$ cat config.mk
export PLATFORM = sky130hd
export DESIGN_NAME = dme_interrogation_ctrl
export DESIGN_NICKNAME = d
export VERILOG_FILES = /design/src/rtl/dme_interrogation_ctrl.sv
export SDC_FILE = /design/constraint.sdc
export NUM_CORES = 1
export LEC_CHECK = 0
export ABC_AREA = 1
export CAP_MARGIN = 10
export CORE_MARGIN = 4
export CORE_UTILIZATION = 34
export DETAILED_ROUTE_END_ITERATION = 10
export GPL_TIMING_DRIVEN = 0
export SLEW_MARGIN = 5
export SYNTH_ARGS = -nofsm -noshare
export SYNTH_HDL_FRONTEND = slang
export SYNTH_SLANG_ARGS = --single-unit
$ cat constraint.sdc
create_clock -name clk -period 2.25 [get_ports clk]
set_input_delay 0.3375 -clock clk [delete_from_list [all_inputs] [get_ports clk]]
set_output_delay 0.3375 -clock clk [all_outputs]
set_load 0.01 [all_outputs]
$ cat src/rtl/dme_interrogation_ctrl.sv
// DME interrogation controller: fires periodic receiver measurements, filters
// replies against a timeout window and tracks search/track (lock) status.
module dme_interrogation_ctrl #(
    parameter int unsigned PRF_PERIOD  = 100,
    parameter int unsigned TIMEOUT     = 60,
    parameter int unsigned REPLY_DELAY = 50,
    parameter int unsigned LOCK_COUNT  = 3,
    parameter int unsigned MISS_LIMIT  = 2
) (
    input  logic        clk,
    input  logic        resetn,
    input  logic        enable,
    output logic        start,
    input  logic        rx_valid,
    input  logic [31:0] rx_p1,
    output logic [31:0] range_out,
    output logic        range_valid,
    output logic        locked,
    output logic [1:0]  state
);

    localparam int unsigned CNT_W  = $clog2(PRF_PERIOD + 1);
    localparam int unsigned STRK_W = 4;

    typedef enum logic [1:0] {
        ST_IDLE = 2'd0,
        ST_ARM  = 2'd1,
        ST_WAIT = 2'd2,
        ST_GAP  = 2'd3
    } state_e;

    state_e              state_q, state_d;
    logic [CNT_W-1:0]    cnt_q, cnt_d;
    logic [STRK_W-1:0]   hit_q, hit_d;
    logic [STRK_W-1:0]   miss_q, miss_d;
    logic                locked_q, locked_d;
    logic [31:0]         range_q, range_d;
    logic                rv_q, rv_d;
    logic                start_q, start_d;
    logic                en_q;
    logic                is_hit, is_miss;

    // State, counters and all outputs; cleared asynchronously so a reset
    // mid-WAIT simply discards the outstanding measurement.
    always_ff @(posedge clk or negedge resetn) begin
        if (!resetn) begin
            state_q  <= ST_IDLE;
            cnt_q    <= '0;
            hit_q    <= '0;
            miss_q   <= '0;
            locked_q <= 1'b0;
            range_q  <= '0;
            rv_q     <= 1'b0;
            start_q  <= 1'b0;
            en_q     <= 1'b0;
        end else begin
            state_q  <= state_d;
            cnt_q    <= cnt_d;
            hit_q    <= hit_d;
            miss_q   <= miss_d;
            locked_q <= locked_d;
            range_q  <= range_d;
            rv_q     <= rv_d;
            start_q  <= start_d;
            en_q     <= enable;
        end
    end

    // Next-state, reply classification, hit/miss streaks and lock decision.
    always_comb begin
        state_d  = state_q;
        cnt_d    = cnt_q + CNT_W'(1);
        hit_d    = hit_q;
        miss_d   = miss_q;
        locked_d = locked_q;
        range_d  = range_q;
        rv_d     = 1'b0;
        is_hit   = 1'b0;
        is_miss  = 1'b0;

        // Lock follows the streak counters one cycle after they saturate.
        if (miss_q == STRK_W'(MISS_LIMIT)) begin
            locked_d = 1'b0;
        end else if (hit_q == STRK_W'(LOCK_COUNT)) begin
            locked_d = 1'b1;
        end

        unique case (state_q)
            ST_IDLE: begin
                cnt_d = '0;
                // en_q gives one full IDLE cycle after enable is first seen.
                if (en_q) begin
                    state_d = ST_ARM;
                end
            end
            ST_ARM: begin
                state_d = ST_WAIT;
            end
            ST_WAIT: begin
                // A reply wins over a timeout landing in the same cycle.
                if (rx_valid) begin
                    if (rx_p1 >= 32'(REPLY_DELAY)) begin
                        is_hit = 1'b1;
                    end else begin
                        is_miss = 1'b1;
                    end
                    state_d = ST_GAP;
                end else if (cnt_q == CNT_W'(TIMEOUT)) begin
                    is_miss = 1'b1;
                    state_d = ST_GAP;
                end
            end
            ST_GAP: begin
                if (cnt_q == CNT_W'(PRF_PERIOD - 1)) begin
                    state_d = ST_ARM;
                    cnt_d   = '0;
                end
            end
            default: begin
                state_d = ST_IDLE;
                cnt_d   = '0;
            end
        endcase

        if (is_hit) begin
            range_d = rx_p1 - 32'(REPLY_DELAY);
            rv_d    = 1'b1;
            miss_d  = '0;
            if (hit_q != STRK_W'(LOCK_COUNT)) begin
                hit_d = hit_q + STRK_W'(1);
            end
        end

        if (is_miss) begin
            hit_d = '0;
            if (miss_q != STRK_W'(MISS_LIMIT)) begin
                miss_d = miss_q + STRK_W'(1);
            end
        end

        // Dropping enable aborts everything except the last range.
        if (!enable) begin
            state_d  = ST_IDLE;
            cnt_d    = '0;
            hit_d    = '0;
            miss_d   = '0;
            locked_d = 1'b0;
            range_d  = range_q;
            rv_d     = 1'b0;
        end
    end

    // Start is registered yet coincides with the ARM cycle.
    always_comb begin
        start_d = (state_d == ST_ARM);
    end

    assign start       = start_q;
    assign range_out   = range_q;
    assign range_valid = rv_q;
    assign locked      = locked_q;
    assign state       = state_q;

endmodule

After elaboration in Yosys (flattened, before gate mapping)
Index checks and enable logic that the tools add are counted.
- $add $sub $neg: 4
- order comparisons: 1
- equality and inequality tests: 13
- multiplexer cells: 29
- reduce and logical (&&, ||, !) cells: 3
- operators with widths (cell ; number):
    $ge A32 B6 Y1 const B ; 1
    $mux W4 ; 8
    $sub A32 B6 Y32 const B ; 1
    $mux W7 ; 2
    $pmux W7 S2 ; 1
    $mux W1 ; 12
    $mux W2 ; 5
    $ne A3 B1 Y1 const B ; 3
    $add A4 B1 Y4 const B ; 2
    $eq A4 B2 Y1 const B ; 2
    $ne A4 B2 Y1 const B ; 2
    $pmux W2 S4 ; 1
    $add A7 B1 Y7 const B ; 1
    $eq A7 B6 Y1 const B ; 1
    $eq A7 B7 Y1 const B ; 1
    $eq A2 B1 Y1 const B ; 2
    $eq A2 B2 Y1 const B ; 2
    $reduce_and A2 Y1 ; 2
    $logic_not A2 Y1 ; 1
- register bits: 53
- output and inout bits: 37
- logic and storage cells: 59

Logic depth before layout (Yosys ltp)
Gate-level depths: netlist of the first run.
- depth after elaboration: 8
- depth in mapped cells: 12

Least setup slack after synthesis of the first run
No wires, ideal clock.
- path type: reg-to-reg
- from: register state_q[0] (netlist: state[0])
- to: register range_q[6] (netlist: range_out[6])
- library setup time: 0.122 ns
- data arrival time: 1.594 ns
- data required time: 2.128 ns
- setup slack: 0.534 ns
- stages on the path, launching flop included: 10
- path buffers: 2
- period minus slack after synthesis: 1.716 ns
- path through: dfrtp_1 inv_1 ha_1 clkbuf_1 nand3_4 nor2_8 inv_8 buf_6 nand2_1 o21ai_2
- longest elaborated chain between the ends: 3
- ends and longest elaborated chain (item ; RTL line ; text):
    from (decl) ; 32 ; state_e state_q, state_d;
    from (signal assigned) ; 57 ; state_q <= state_d;
    $eq A2 B2 Y1 ; 88 ; unique case (state_q)
    $mux W1 ; 88 ;
    $reduce_and A2 Y1 (no line) ; - ;
    to (signal assigned) ; 62 ; range_q <= range_d;
    to (decl) ; 37 ; logic [31:0] range_q, range_d;
Every way passes these cells.
A chain may end at the register's enable or synchronous reset.

Final worst setup path of the first run
- from: input port rx_p1[1]
- to: register range_q[23] (netlist: range_out[23])
- longest elaborated chain between the ends: 5
- ends and longest elaborated chain (item ; RTL line ; text):
    from (decl) ; 15 ; input logic [31:0] rx_p1,
    $ge A32 B6 Y1 ; 102 ; if (rx_p1 >= 32'(REPLY_DELAY)) begin
    $mux W1 ; 102 ;
    $mux W1 ; 101 ; if (rx_valid) begin
    $mux W1 ; 88 ;
    $reduce_and A2 Y1 (no line) ; - ;
Parallel ways exist; a longest one is shown, timed or not.

==> impl_metrics.csv, run 1 <==
group,metric,value,unit
outcome,status,"finished, violations left",
outcome,violations,"negative hold slack",
timing,grt_setup_unrepaired,"no",
logic_synthesis,synth_cell_types,34,
global_routing,grt_pass1_vias,2866,
min_path,hp-class,"in -> async",
routing,dr.pass1.iters,4,
cells_and_area,areaGrowthSynthToFinish,30.15,%
cells_and_area,diodes,0,
setup_path,critical_path_class,"in -> reg",
place,dp_worst_setup_slack,-0.1461,ns
routing,post_drt_wl_per_cell,12.87,um
timing,tns,0,ns
cts,root_buffer,"clkbuf_8",
cts,cts_buffer_depth,2,
power_and_ir_drop,power-per-cell-area,842.0,nW/um2
timing,fin_skew,0.008333,ns
cts,clock_latency,0.30,ns
job,cap_viol_max_count,0,
logic_synthesis,yosysTopAreaCell,"dfrtp_1",
cts,cts_setup_buffers,0,
die,start_util,35.10,%
timing,finalCritPeriodShare,92.13,%
cells_and_area,n_fill_cell,943,
place,globalplace.congestion,0.8336,
cells_and_area,finalNonFillerCells,623,
setup_path,worst_r2r_path_depth,8,
setup_path,cp-start-kind,"input port",
die,rows,35,
setup_path,critPathCaptureType,"register",
timing,maxSlewViolCount,0,
global_routing,grt_overflow_total,0,
timing,timing.final.ws_setup,0.1771,ns
place,place_hpwl,6480,um
routing,drt-vias-per-instance,4.554,
die,io_pins,73,
global_routing,antenna_found_initial,0,
logic_synthesis,synth_nets,460,
logic_synthesis,synth_area_leaders,"dfrtp_1 (41%), nand2_1 (12%), nor2_1 (6.3%)",
cts,clock_sinks,53,
power_and_ir_drop,leakage,2.035,nW
place,port_buffers,72,
cells_and_area,nets,540,
cts,hold_buffers,0,
logic_synthesis,synth_top_cell_area_share,40.50,%
logic_synthesis,ys_seq_elements,53,
timing,maxSlewHeadroom,64.45,%
logic_synthesis,synth_edf_count,0,
timing,tightest_slew,0.5297,ns
setup_path,crit_arrival,2.27,ns
timing,setup_viol,0,
routing,vias,2837,
timing,min_period,2.073,ns
routing,postRouteWirelength,8019,um
setup_path,required,2.44,ns
die,coreArea,9328,um2
global_routing,grt_max_degree,34,
global_routing,grt_usage,15.09,%
cells_and_area,drive_above_1_share,13.56,%
die,die_y,106.1,um
cts,numCtsBuffers,5,
cts,cts_tree,"yes",
cts,h-tree-depth,2,
routing,route.detailed.drc,0,
logic_synthesis,netlist_instances,414,
power_and_ir_drop,irDropWorstVdd,0.4301,mV
cts,cts.repair.resized,0,
cts,clk_pin_slew,0.10,ns
timing,hold_viol,20,
timing,whs,-0.005961,ns
logic_synthesis,avgSynthCellArea,7.909,um2
timing,fmax,482.4,MHz
routing,drt-initial-drc-count,129,
routing,ant_nets,0,
logic_synthesis,synthArstFlopShare,100.0,%
setup_path,cp_max_fo,5,
logic_synthesis,ys_seq_area_share,40.50,%
logic_synthesis,yosys_warnings,0,
logic_synthesis,synthFlopType,"dfrtp_1",
global_routing,grt_pass1_wl,13770,um
logic_synthesis,synth_area,3274,um2
place,placedCellCount,616,
die,dieArea,11260,um2
die,dieWidth,106.1,um
## cell families after synthesis
logic type	Yosys count	share of synthesized area [%]
AND/OR/NAND/NOR	230	32.59
adder cells (fa/ha/maj)	10	3.821
XOR/XNOR	25	6.687
buffers and inverters	63	8.942
AO/OA/AOI/OAI	33	7.451
flip-flops	53	40.50
## worst max-delay path: stages
cell	delay, ns
clkdlybuf4s50_1	0.46
inv_2	0.09
ha_1	0.18
nand2_1	0.08
nand2_1	0.20
inv_2	0.06
nor2_1	0.18
nand2_1	0.13
nor2_2	0.22
xor2_1	0.25
o21ai_2	0.09
## sequential cells by signal (all words and copies together), names as in the netlist
register	cells
range_out	32
cnt_q	7
en_q	1
locked	1
range_valid	1
hit_q	4
miss_q	4
state	2
start	1
## placed cells by master, fill, tap and decap left out, types with 2 or more instances in the layout
| master | netlist | routed |
|---|---|---|
| xnor2_1 | 6 | 6 |
| nand2_2 | 13 | 13 |
| dfrtp_1 | 53 | 53 |
| nor2_2 | 4 | 4 |
| nand2_4 | 3 | 3 |
| nor2_1 | 55 | 55 |
| inv_2 | 7 | 7 |
| buf_6 | 3 | 3 |
| clkbuf_8 | 0 | 6 |
| ha_1 | 10 | 10 |
| buf_8 | 2 | 2 |
| nor3_1 | 4 | 4 |
| o21ai_2 | 18 | 18 |
| nor3b_1 | 2 | 2 |
| inv_1 | 47 | 47 |
| nand2_1 | 103 | 103 |
| nand3b_1 | 2 | 2 |
| xor2_1 | 19 | 19 |
| nand3_1 | 28 | 28 |
| o21ai_0 | 3 | 3 |
| nand4_1 | 9 | 9 |
| a21oi_1 | 7 | 7 |
| clkbuf_1 | 2 | 2 |
| clkdlybuf4s50_1 | 0 | 71 |
| nor2_4 | 3 | 3 |
## routing by layer
layer / GRT usage [%] / part of all wire [%] / routed length, um / vias up
met5: 0 / 0 / 0 / -
li1: - / - / - / 1452
met2: 25.61 / 48 / 3874 / 55
met4: 4.255 / 1.4 / 116 / 0
met3: 2.854 / 3.9 / 315 / 8
met1: 19.57 / 46 / 3711 / 1322
## synth_stat cells (2+ instances only)
master,number
a21oi_1,7
buf_6,3
buf_8,2
clkbuf_1,2
dfrtp_1,53
ha_1,10
inv_1,47
inv_2,7
nand2_1,103
nand2_2,13
nand2_4,3
nand3_1,28
nand3b_1,2
nand4_1,9
nor2_1,55
nor2_2,4
nor2_4,3
nor3_1,4
nor3b_1,2
o21ai_0,3
o21ai_2,18
xnor2_1,6
xor2_1,19
## stage by stage
step / total power [mW] / util [%] / instance area (um2)
floorplan: 2.202 / - / 3274
global placement: 3.045 / 44.56 / 4156
detailed placement: 3.075 / 44.72 / 4172
CTS: 3.648 / 45.69 / 4262
global route: 3.860 / 45.69 / 4262
finish: 3.588 / 45.69 / 4262
## final timing paths
| check | to | slack [ns] | startpoint |
|---|---|---|---|
| worst max-delay path | range_out[23] | 0.18 | rx_p1[1] |
| worst min-delay path | range_out[24] | -0.006 | resetn |
| worst max register to register | range_out[13] | 0.23 | state[0] |
| worst min register to register | range_out[13] | 0.48 | range_out[13] |
| max in group asynchronous | range_out[19] | 1.71 | resetn |
| min in group clk | range_out[13] | 0.48 | range_out[13] |
## power breakdown
group	switching [mW]	internal [mW]	leakage, nW
sequential	0.217	1.27	0.690
clock	0.313	0.244	0.0433
combinational	0.706	0.839	1.30
total	1.24	2.35	2.03
## area by class of cell
cell class                      count  area, um2  area share, %
Buffer                              8      78.83          1.850
Clock buffer                        6      82.58          1.938
Clock inverter                      1      7.507         0.1762
Inverter                           55      214.0          5.021
Multi-Input combinational cell    298       1655          38.84
Sequential cell                    53       1326          31.12
Tap cell                          129      161.4          3.787
Timing Repair Buffer               73      735.7          17.26
(Power assumes the default switching activity.)
==> inputs of run 2 (changes only) <==
CORE_MARGIN = 3   (was 4)
PLACE_DENSITY_LB_ADDON = 0.2   (was default)
==> impl_metrics.csv, run 2 (synthesis gave the netlist of run 1 again) <==
group,metric,value,unit
setup_path,cp-start-kind,"register",
timing,timing.final.ws_setup,0.2377,ns
setup_path,crit_arrival,2.26,ns
die,rows,35,
global_routing,grt_pass1_wl,13410,um
die,die_y,104.1,um
cts,h-tree-depth,2,
cts,root_buffer,"clkbuf_8",
timing,maxSlewHeadroom,64.52,%
global_routing,grt_overflow_total,0,
outcome,violations,"negative hold slack",
cells_and_area,register_area,1326,um2
routing,drt-initial-drc-count,88,
cells_and_area,largest_reg_flops,32,
setup_path,critical_path_class,"reg -> reg",
setup_path,worst_r2r_path_depth,8,
job,cap_viol_max_count,0,
place,globalplace.congestion,0.8353,
cells_and_area,design_area,4313,um2
cts,cts_tree,"yes",
outcome,status,"finished, violations left",
setup_path,r2r_setup_slack,0.24,ns
cells_and_area,drive_above_1_share,13.94,%
power_and_ir_drop,power-per-cell-area,879.5,nW/um2
timing,whs,-0.001166,ns
cells_and_area,nets,540,
setup_path,rr_endpoint,"range_out[27]",
cells_and_area,areaGrowthSynthToFinish,31.72,%
cts,hold_buffers,0,
place,dp_worst_setup_slack,-0.1789,ns
place,place_hpwl,6274,um
timing,setup_viol,0,
routing,ant_nets,0,
die,start_util,35.27,%
cells_and_area,final_cell_mix,"nand2_1 (103), clkdlybuf4s50_1 (71), nor2_1 (54)",
cells_and_area,n_fill_cell,953,
routing,vias,2850,
timing,tightest_slew,0.5322,ns
timing,fmax,496.9,MHz
global_routing,antenna_found_initial,0,
die,io_pins,73,
global_routing,grt_pass1_vias,2833,
power_and_ir_drop,irDropWorstVdd,0.4326,mV
timing,maxSlewViolCount,0,
place,placed_area,4172,um2
timing,fin_skew,0.007129,ns
power_and_ir_drop,leakage,2.060,nW
cts,cts_buffer_depth,2,
cts,clk_pin_slew,0.10,ns
timing,min_period,2.012,ns
timing,finalCritPeriodShare,89.44,%
cts,clock_sinks,53,
timing,hold_viol,1,
global_routing,grt_max_degree,34,
routing,dr.pass1.iters,4,
min_path,hp-class,"in -> async",
cells_and_area,multiInputGateArea,1663,um2
routing,post_drt_wl_per_cell,12.67,um
setup_path,required,2.50,ns
die,dieWidth,104.1,um
routing,drt-vias-per-instance,4.567,
die,coreArea,9284,um2
cells_and_area,diodes,0,
die,dieArea,10840,um2
cells_and_area,layout_commonest_cell,"nand2_1",
cts,numCtsBuffers,5,
setup_path,critPathCaptureType,"register",
place,port_buffers,72,
setup_path,cp_max_fo,10,
timing,grt_setup_unrepaired,"no",
cts,clock_latency,0.30,ns
global_routing,grt_usage,15.00,%
routing,postRouteWirelength,7909,um
setup_path,r2r_start,"state[0]",
routing,route.detailed.drc,0,
## run 2: changes by cell type in the layout (fill, tap and decap cells not counted), sizes merged
cell | previous run | this run
clkinvlp | 1 | 0
bufinv | 0 | 2
clkinv | 0 | 1
clkbuf | 8 | 7
## run 2: layout make-up
type	instances	share of cell area, %
inverters	55	4.961
clock buffers	5	1.596
clock inverters	3	1.509
well taps	129	3.742
multi-input cells	298	38.56
plain buffers	8	1.828
repair buffers	73	17.06
flip-flops and latches	53	30.75
## run 2: per-stage QoR
stage	instances	util [%]	total power [mW]	TNS [ns]
after floorplan	414	-	2.202	0
after global placement	615	44.77	3.044	-48.02
after detailed placement	616	44.93	3.063	-0.4689
after CTS	624	46.37	3.854	0
after global routing	624	46.46	4.055	0
final	624	46.46	3.793	0
## run 2: routing by layer
metal | up-vias | global-route usage, % | wire (um)
met5 | - | 0 | 0
met1 | 1331 | 20.18 | 3820
met4 | 0 | 4.084 | 104
met3 | 6 | 4.097 | 395
li1 | 1454 | - | -
met2 | 59 | 23.82 | 3588
## run 2: critical path, stage by stage, from the launching register on
cell      delay (ns)
dfrtp_1         0.45
inv_1           0.14
ha_1            0.16
clkbuf_1        0.38
nand3_4         0.18
nor2_8          0.24
buf_4           0.24
nand3_1         0.09
nand2_1         0.06
## run 2: where the power goes
part,leakage [nW],switching [mW],total [mW],internal (mW)
logic,1.30,0.706,1.55,0.840
registers,0.690,0.213,1.48,1.27
clock network,0.0681,0.324,0.766,0.442
total,2.06,1.24,3.79,2.55
## run 2: worst max-delay path by stage
stage | from | end | slack [ns] | cells after the start
after floorplan | state[0] | range_out[6] | 0.53 | 9
after global placement | resetn | range_out[0] | -0.90 | 1
after detailed placement | rx_p1[1] | range_out[23] | -0.18 | 11
after CTS | rx_p1[1] | range_out[23] | 0.16 | 11
after global routing | rx_p1[1] | range_out[21] | 0.06 | 12
final | state[0] | range_out[27] | 0.24 | 8
## run 2: timing repair
action / CTS / global route
resized for setup: 0 / 2
buffers inserted: 0 / 0
setup endpoints to repair: 0 / 3
==> inputs of run 3 (changes only) <==
SETUP_SLACK_MARGIN = 0.02   (was default)
==> results of run 3 <==
The final DEF is identical to that of run 2; final timing and power are the same.
